File: src/rtl/mips_defs_pkg.sv
// Shared MIPS pipeline definitions: reset/base addresses, the NOP word,
// instruction field positions and the opcode/funct values used by decode.
package mips_defs;

   localparam logic [31:0] PC_RESET = 32'h0000_3000;
   localparam logic [31:0] IM_BASE  = 32'h0000_3000;
   localparam int          IM_AW    = 12;
   localparam logic [31:0] NOP      = 32'h0000_0000;

   localparam int OPCODE_MSB = 31;
   localparam int OPCODE_LSB = 26;
   localparam int RS_MSB     = 25;
   localparam int RS_LSB     = 21;
   localparam int RT_MSB     = 20;
   localparam int RT_LSB     = 16;
   localparam int RD_MSB     = 15;
   localparam int RD_LSB     = 11;
   localparam int IMM_MSB    = 15;
   localparam int IMM_LSB    = 0;
   localparam int FUNCT_MSB  = 5;
   localparam int FUNCT_LSB  = 0;

   localparam logic [5:0] OP_RTYPE   = 6'h00;
   localparam logic [5:0] OP_JAL     = 6'h03;
   localparam logic [5:0] FUNCT_JALR = 6'h09;

   // True for instructions that write the D_pc+8 link address.
   function automatic logic is_link(input logic [5:0] opcode, input logic [5:0] funct);
      return (opcode == OP_JAL) || ((opcode == OP_RTYPE) && (funct == FUNCT_JALR));
   endfunction

endpackage

File: src/rtl/f_d_pipe_reg.sv
// F/D pipeline register. Priority: flush (bubble) > stall/!en (hold) > load.
module f_d_pipe_reg
   import mips_defs::*;
#(
   parameter logic [31:0] PC_RESET_VAL = mips_defs::PC_RESET
) (
   input  logic        clk,
   input  logic        reset,
   input  logic        flush,
   input  logic        stall,
   input  logic        en,
   input  logic [31:0] in_instr,
   input  logic [31:0] in_pc,
   input  logic        in_adel,
   output logic [31:0] instr,
   output logic [31:0] pc,
   output logic        valid,
   output logic        adel
);

   // Synchronous active-low reset, then bubble, hold or load the slot.
   always_ff @(posedge clk) begin
      if (!reset) begin
         instr <= NOP;
         pc    <= PC_RESET_VAL;
         valid <= 1'b0;
         adel  <= 1'b0;
      end else if (flush) begin
         instr <= NOP;
         pc    <= in_pc;
         valid <= 1'b0;
         adel  <= 1'b0;
      end else if (stall || !en) begin
         instr <= instr;
         pc    <= pc;
         valid <= valid;
         adel  <= adel;
      end else begin
         instr <= in_instr;
         pc    <= in_pc;
         valid <= 1'b1;
         adel  <= in_adel;
      end
   end

endmodule

File: src/rtl/f_d_fetch_stage.sv
// Fetch stage: PC register, next-PC selection, instruction-memory range
// check, the F/D register and D-stage field decode.
module f_d_fetch_stage #(
   parameter logic [31:0] PC_RESET = mips_defs::PC_RESET,
   parameter logic [31:0] IM_BASE  = mips_defs::IM_BASE,
   parameter int          IM_AW    = mips_defs::IM_AW
) (
   input  logic             clk,
   input  logic             reset,
   input  logic             stall,
   input  logic             flush,
   input  logic             redirect,
   input  logic [31:0]      redirect_pc,
   output logic [IM_AW-1:0] im_addr,
   input  logic [31:0]      im_rdata,
   output logic [31:0]      F_pc,
   output logic [31:0]      D_instr,
   output logic [31:0]      D_pc,
   output logic [31:0]      D_pc8,
   output logic             D_valid,
   output logic             D_adel,
   output logic [15:0]      D_imm16,
   output logic [4:0]       D_rs,
   output logic [4:0]       D_rt,
   output logic [4:0]       D_rd,
   output logic [5:0]       D_opcode,
   output logic [5:0]       D_funct
);

   import mips_defs::*;

   logic [31:0] im_offset;
   logic        bad;
   logic [31:0] fetched;

   // PC register: stall holds, redirect jumps, otherwise step one word.
   always_ff @(posedge clk) begin
      if (!reset) begin
         F_pc <= PC_RESET;
      end else if (stall) begin
         F_pc <= F_pc;
      end else if (redirect) begin
         F_pc <= redirect_pc;
      end else begin
         F_pc <= F_pc + 32'd4;
      end
   end

   // Misaligned or out-of-range fetches are replaced by NOP and flagged.
   always_comb begin
      im_offset = F_pc - IM_BASE;
      bad       = (F_pc[1:0] != 2'b00) || (F_pc < IM_BASE) ||
                  (im_offset >= (32'd4 << IM_AW));
      fetched   = bad ? NOP : im_rdata;
      im_addr   = im_offset[IM_AW+1:2];
   end

   f_d_pipe_reg #(
      .PC_RESET_VAL (PC_RESET)
   ) u_fd_reg (
      .clk      (clk),
      .reset    (reset),
      .flush    (flush),
      .stall    (stall),
      .en       (1'b1),
      .in_instr (fetched),
      .in_pc    (F_pc),
      .in_adel  (bad),
      .instr    (D_instr),
      .pc       (D_pc),
      .valid    (D_valid),
      .adel     (D_adel)
   );

   // D-stage field slicing and link address.
   always_comb begin
      D_pc8    = D_pc + 32'd8;
      D_imm16  = D_instr[IMM_MSB:IMM_LSB];
      D_rs     = D_instr[RS_MSB:RS_LSB];
      D_rt     = D_instr[RT_MSB:RT_LSB];
      D_rd     = D_instr[RD_MSB:RD_LSB];
      D_opcode = D_instr[OPCODE_MSB:OPCODE_LSB];
      D_funct  = D_instr[FUNCT_MSB:FUNCT_LSB];
   end

endmodule

File: config.mk
export PLATFORM = sky130hd
export DESIGN_NAME = f_d_fetch_stage
export DESIGN_NICKNAME = d
export VERILOG_FILES = /design/src/rtl/mips_defs_pkg.sv /design/src/rtl/f_d_pipe_reg.sv /design/src/rtl/f_d_fetch_stage.sv
export SDC_FILE = /design/constraint.sdc
export NUM_CORES = 1
export LEC_CHECK = 0
export CORE_ASPECT_RATIO = 0.75
export CORE_MARGIN = 2
export CORE_UTILIZATION = 28
export DETAILED_ROUTE_END_ITERATION = 10
export GPL_ROUTABILITY_DRIVEN = 1
export SETUP_SLACK_MARGIN = 0.5
export SYNTH_ARGS = -nofsm -noshare
export SYNTH_HDL_FRONTEND = slang
export SYNTH_SLANG_ARGS = --single-unit
export TNS_END_PERCENT = 50
File: constraint.sdc
create_clock -name clk -period 2.5 [get_ports clk]
set_clock_uncertainty 0.05 [all_clocks]
set_input_delay 0.5 -clock clk [delete_from_list [all_inputs] [get_ports clk]]
set_output_delay 0.5 -clock clk [all_outputs]
set_load 0.01 [all_outputs]
# Word level (Yosys, flattened, before mapping)
# Index checks and enable logic that the tools add are counted.
# op_classes
addsub	3
order_cmp	2
n_eq_ne	1
mux	4
n_bitwise	1
n_reduce_logical	4
# ops
operator	count
2-to-1 mux 32 bit	4
adder 32 x 3 -> 32 bit (second input constant)	1
adder 32 x 4 -> 32 bit (second input constant)	1
>= comparator 32 x 15 -> 1 bit (second input constant)	1
less-than comparator 32 x 14 -> 1 bit (second input constant)	1
subtractor 32 x 14 -> 32 bit (second input constant)	1
logical OR 1 bit	2
inequality test 2 x 1 -> 1 bit (second input constant)	1
nonzero test 2 bit	1
OR reduction 2 bit	1
inverter 1 bit	1
# totals
reg_bits	98
inputBits	69
out_inout_bits	185
wordCells	20

# Longest topological paths before layout
# logic_depth
ltp_word	4
depth_mapped	8

# Hierarchy
# Synthesis repeated with hierarchy kept, for this count alone.
# hier_totals
hier_cells	808
hier_area_um2	6083.3
# by_module_without_submodules
mod	n_inst	cells_each	area_each_um2
f_d_fetch_stage	1	519	3638.5
f_d_pipe_reg	1	289	2444.8

# Worst setup path before layout
# Ideal clock, no wire load.
# synth_timing
kind	register to output
start	register u_fd_reg.pc[3]
end	output port D_pc8[27]
arrival_time_ps	2013
required_time_ps	1950
slack_ps	-63
path_stages_with_launch	7
path_buffers	0
path_cell_list	dfxtp_1 > ha_1 > nand3_1 > nor2_1 > or4b_2 > nand2b_1 > xnor2_1
# synth_between
elab_chain_cells	1
# synth_lines
item	line	text
from (decl)	f_d_pipe_reg.sv:16	output logic [31:0] pc,
from (signal assigned)	f_d_pipe_reg.sv:30	pc <= in_pc;
from (signal assigned)	f_d_pipe_reg.sv:35	pc <= pc;
from (signal assigned)	f_d_pipe_reg.sv:40	pc <= in_pc;
adder 32 x 4 -> 32 bit	f_d_fetch_stage.sv:77	D_pc8 = D_pc + 32'd8;
to (decl)	f_d_fetch_stage.sv:19	output logic [31:0] D_pc8,
# Every way passes these cells.

# Final worst setup path
# layout_timing
start	register u_fd_reg.pc[4]
end	output port D_pc8[29]
# Same word-level chain as after synthesis.

==> out/metrics.yaml <==
drt:
  first_iter_violations: 371
  dr_total_vias: 6629
  drt-total-wl_mm: 23.29
  ant_nets: 0
  wl_per_cell_um: 17.47
  route.detailed.drc: 0
  viasPerCell: 4.973
  dr.pass1.iters: 8
yosys:
  async_flop_share_pct: 0
  synthFlopType: "dfxtp_1"
  synthTopCellsByArea: "dfxtp_1 33%, nand2_1 8.0%, buf_4 7.2%"
  ys_warn_count: 0
  netlist_area_sq_um: 5977
  yosys.area.top_type: "dfxtp_1"
  ys_seq_elements: 98
  yosysTopAreaCellShare_pct: 32.82
  post_synth.cell_area_avg_sq_um: 7.673
  yosysUniqueCellTypes: 65
  syn_inst: 779
  synth-edff-count: 0
  synth.net_count: 853
  yosysSeqAreaShare_pct: 32.82
floorplanning:
  core_sq_um: 21070
  io_pins: 254
  row_count: 46
  start_util_pct: 28.37
  die_area_sq_um: 22540
  die_x_um: 172.7
  die_h_um: 130.5
finish:
  syn_to_final_growth_pct: 70.38
  layout_common_cells: "192 x clkdlybuf4s50_1, 124 x nand2_1, 90 x buf_4, 59 x dfxtp_1, 35 x o211ai_1"
  layout_commonest_cell: "clkdlybuf4s50_1"
  antenna_cells: 0
  final_util_pct: 48.34
  layout-drive-gt1-share_pct: 31.10
  fin_nets: 1114
global_routing:
  antenna_found_initial: 1
  grt-ovfl-total: 0
  grt_max_degree: 37
  grt_pass1_vias: 6295
  grt_usage_pct: 20.16
  grt_pass1_wl_mm: 35.85
sta:
  slew_violations: 0
  relSlewSlack_pct: 59.05
  finalCriticalPeriod_ns: 2.731
  worst_pin_slew_ns: 0.6143
  fmax_mhz: 366.2
  hold_violations: 0
  finalCritPeriodShare_pct: 109.2
  fin_hold_ws_ns: 0.4206
  worst_slack_ns: -0.2308
  setup_viol: 19
  setup-tns-final_ns: -2.493
  rsz0062_at_grt: "true"
critical_path:
  arrival_ns: 2.18
  worst_setup_path_startpoint: "u_fd_reg.pc[4]"
  critical_path.max_fanout: 4
  cpMaxStageDelayCell: "or4b_4"
  crit_chain: "ha_4 -> nand3_4 -> nor2_4 -> or4b_4 -> buf_6 -> nand2b_4 -> xnor2_2 -> buf_2"
  cp-end-kind: "primary output"
  r2r_end: "u_fd_reg.adel"
  worstSetupPathType: "flop to primary output"
  cp_num_buf_inv: 2
  r2r_start: "F_pc[14]"
  r2r_setup_slack_ns: 0.31
  cp-start-kind: "flop"
  crit_family: "simple AND/OR/NAND/NOR gates"
  slowest_delay_ns: 0.54
  required_ns: 1.95
  critPathCapture: "D_pc8[29]"
  reg2reg_depth: 6
  cp_num_cells: 8
status:
  outcome: "finished, violations left"
  violations: "setup timing"
cts:
  clock_sinks: 98
  holdBufCountCts: 0
  cts_tree: "done"
  htree_levels: 3
  cts_buffer_depth: 2
  cts_buffers: 9
  clk_latency_ns: 0.37
  clk_pin_slew_ns: 0.08
  cts_root_buffer: "clkbuf_16"
flow_run:
  drv_cap: 0
hold_path:
  hold_class: "flop to flop"
place:
  dp_hpwl_mm: 16.71
  gp_congestion: 0.8379
  pre_cts_slack_ns: -0.1839
  io_buffers: 253
power:
  powerDensity_nw_per_um2: 398.6
  p_total_w: 0.004059
  p_leak_nw: 4.022
  worst_ir_drop_vdd_mv: 0.3282
-- metal layers --
metal	wire, um	GRT usage, %
met1	11210	28.51
met2	10360	31.14
met3	1386	5.179
met4	318	4.138
met5	13	0
-- sequential cells by signal (all words and copies together), names as in the netlist --
register / cells
F_pc: 32
u_fd_reg.instr: 32
u_fd_reg.pc: 32
u_fd_reg.adel: 1
u_fd_reg.valid: 1
-- metrics by stage --
stage / instance area (sq um) / instances
after floorplan: 6213 / 779
after global placement: 9138 / 1292
after detailed placement: 9138 / 1292
after CTS: 9828 / 1324
after global routing: 10180 / 1333
final: 10180 / 1333
-- power breakdown --
part | total, W | switching (W) | internal, W
sequential | 0.00168 | 0.0000666 | 0.00161
combinational | 0.000967 | 0.000472 | 0.000495
clock | 0.00141 | 0.000687 | 0.000726
total | 0.00406 | 0.00123 | 0.00283
-- final cells by class --
class	instances	area [sq um]
sequential	98	2048
fill	2066	10880
clock inverter	6	57.56
inverter	17	63.81
timing repair buffer	370	3541
multi-input combinational	544	3874
tap	288	360.3
clock buffer	10	239.0
-- cells in the mapped netlist, drive strengths merged (5+ instances only) --
library cell	number
a21oi	36
nand2	127
nand4	9
o21ai	49
ha	5
a31oi	9
clkbuf	49
or4	7
nand2b	9
nor3	16
nor3b	33
nor2	44
buf	71
and3	10
dfxtp	98
nand3	22
and4	6
xor2	14
o221a	9
xnor2	14
o211ai	35
nor4	10
and2	5
a21boi	26
a211oi	6
inv	14
-- worst min path at each step --
stage                                  start            endpoint  slack (ns)  cells past startpoint
after CTS                     u_fd_reg.valid      u_fd_reg.valid        0.42                      2
final                         u_fd_reg.valid      u_fd_reg.valid        0.42                      2
after detailed placement      u_fd_reg.valid      u_fd_reg.valid        0.39                      2
after global routing      u_fd_reg.instr[10]  u_fd_reg.instr[10]        0.45                      2
after global placement        u_fd_reg.valid      u_fd_reg.valid        0.39                      2
after floorplan               u_fd_reg.valid      u_fd_reg.valid        0.42                      2
-- worst reg2reg max path: cells and delay by family, from the launching register on --
family,cells,cell delay [ns]
flops,1,0.36
compound gates,3,0.83
simple gates,2,0.67
buf+inv,1,0.17
-- cells by family (layout without fill, tap and decap cells) --
group	Yosys count	after routing	synth area share (%)
buf+inv	137	403	12.87
simple gates	308	308	26.06
mux	4	4	0.6908
xor+xnor	28	28	4.103
fa+ha+maj	5	5	1.047
flops	98	98	32.82
compound gates	199	199	22.40
-- timing repair --
item	4_1_cts	5_1_grt
gates resized for setup	201	90
endpoints found under the setup margin	100	87
gates cloned	3	0
setup buffers	13	9
pin swaps	50	58
(Power assumes the default switching activity.)
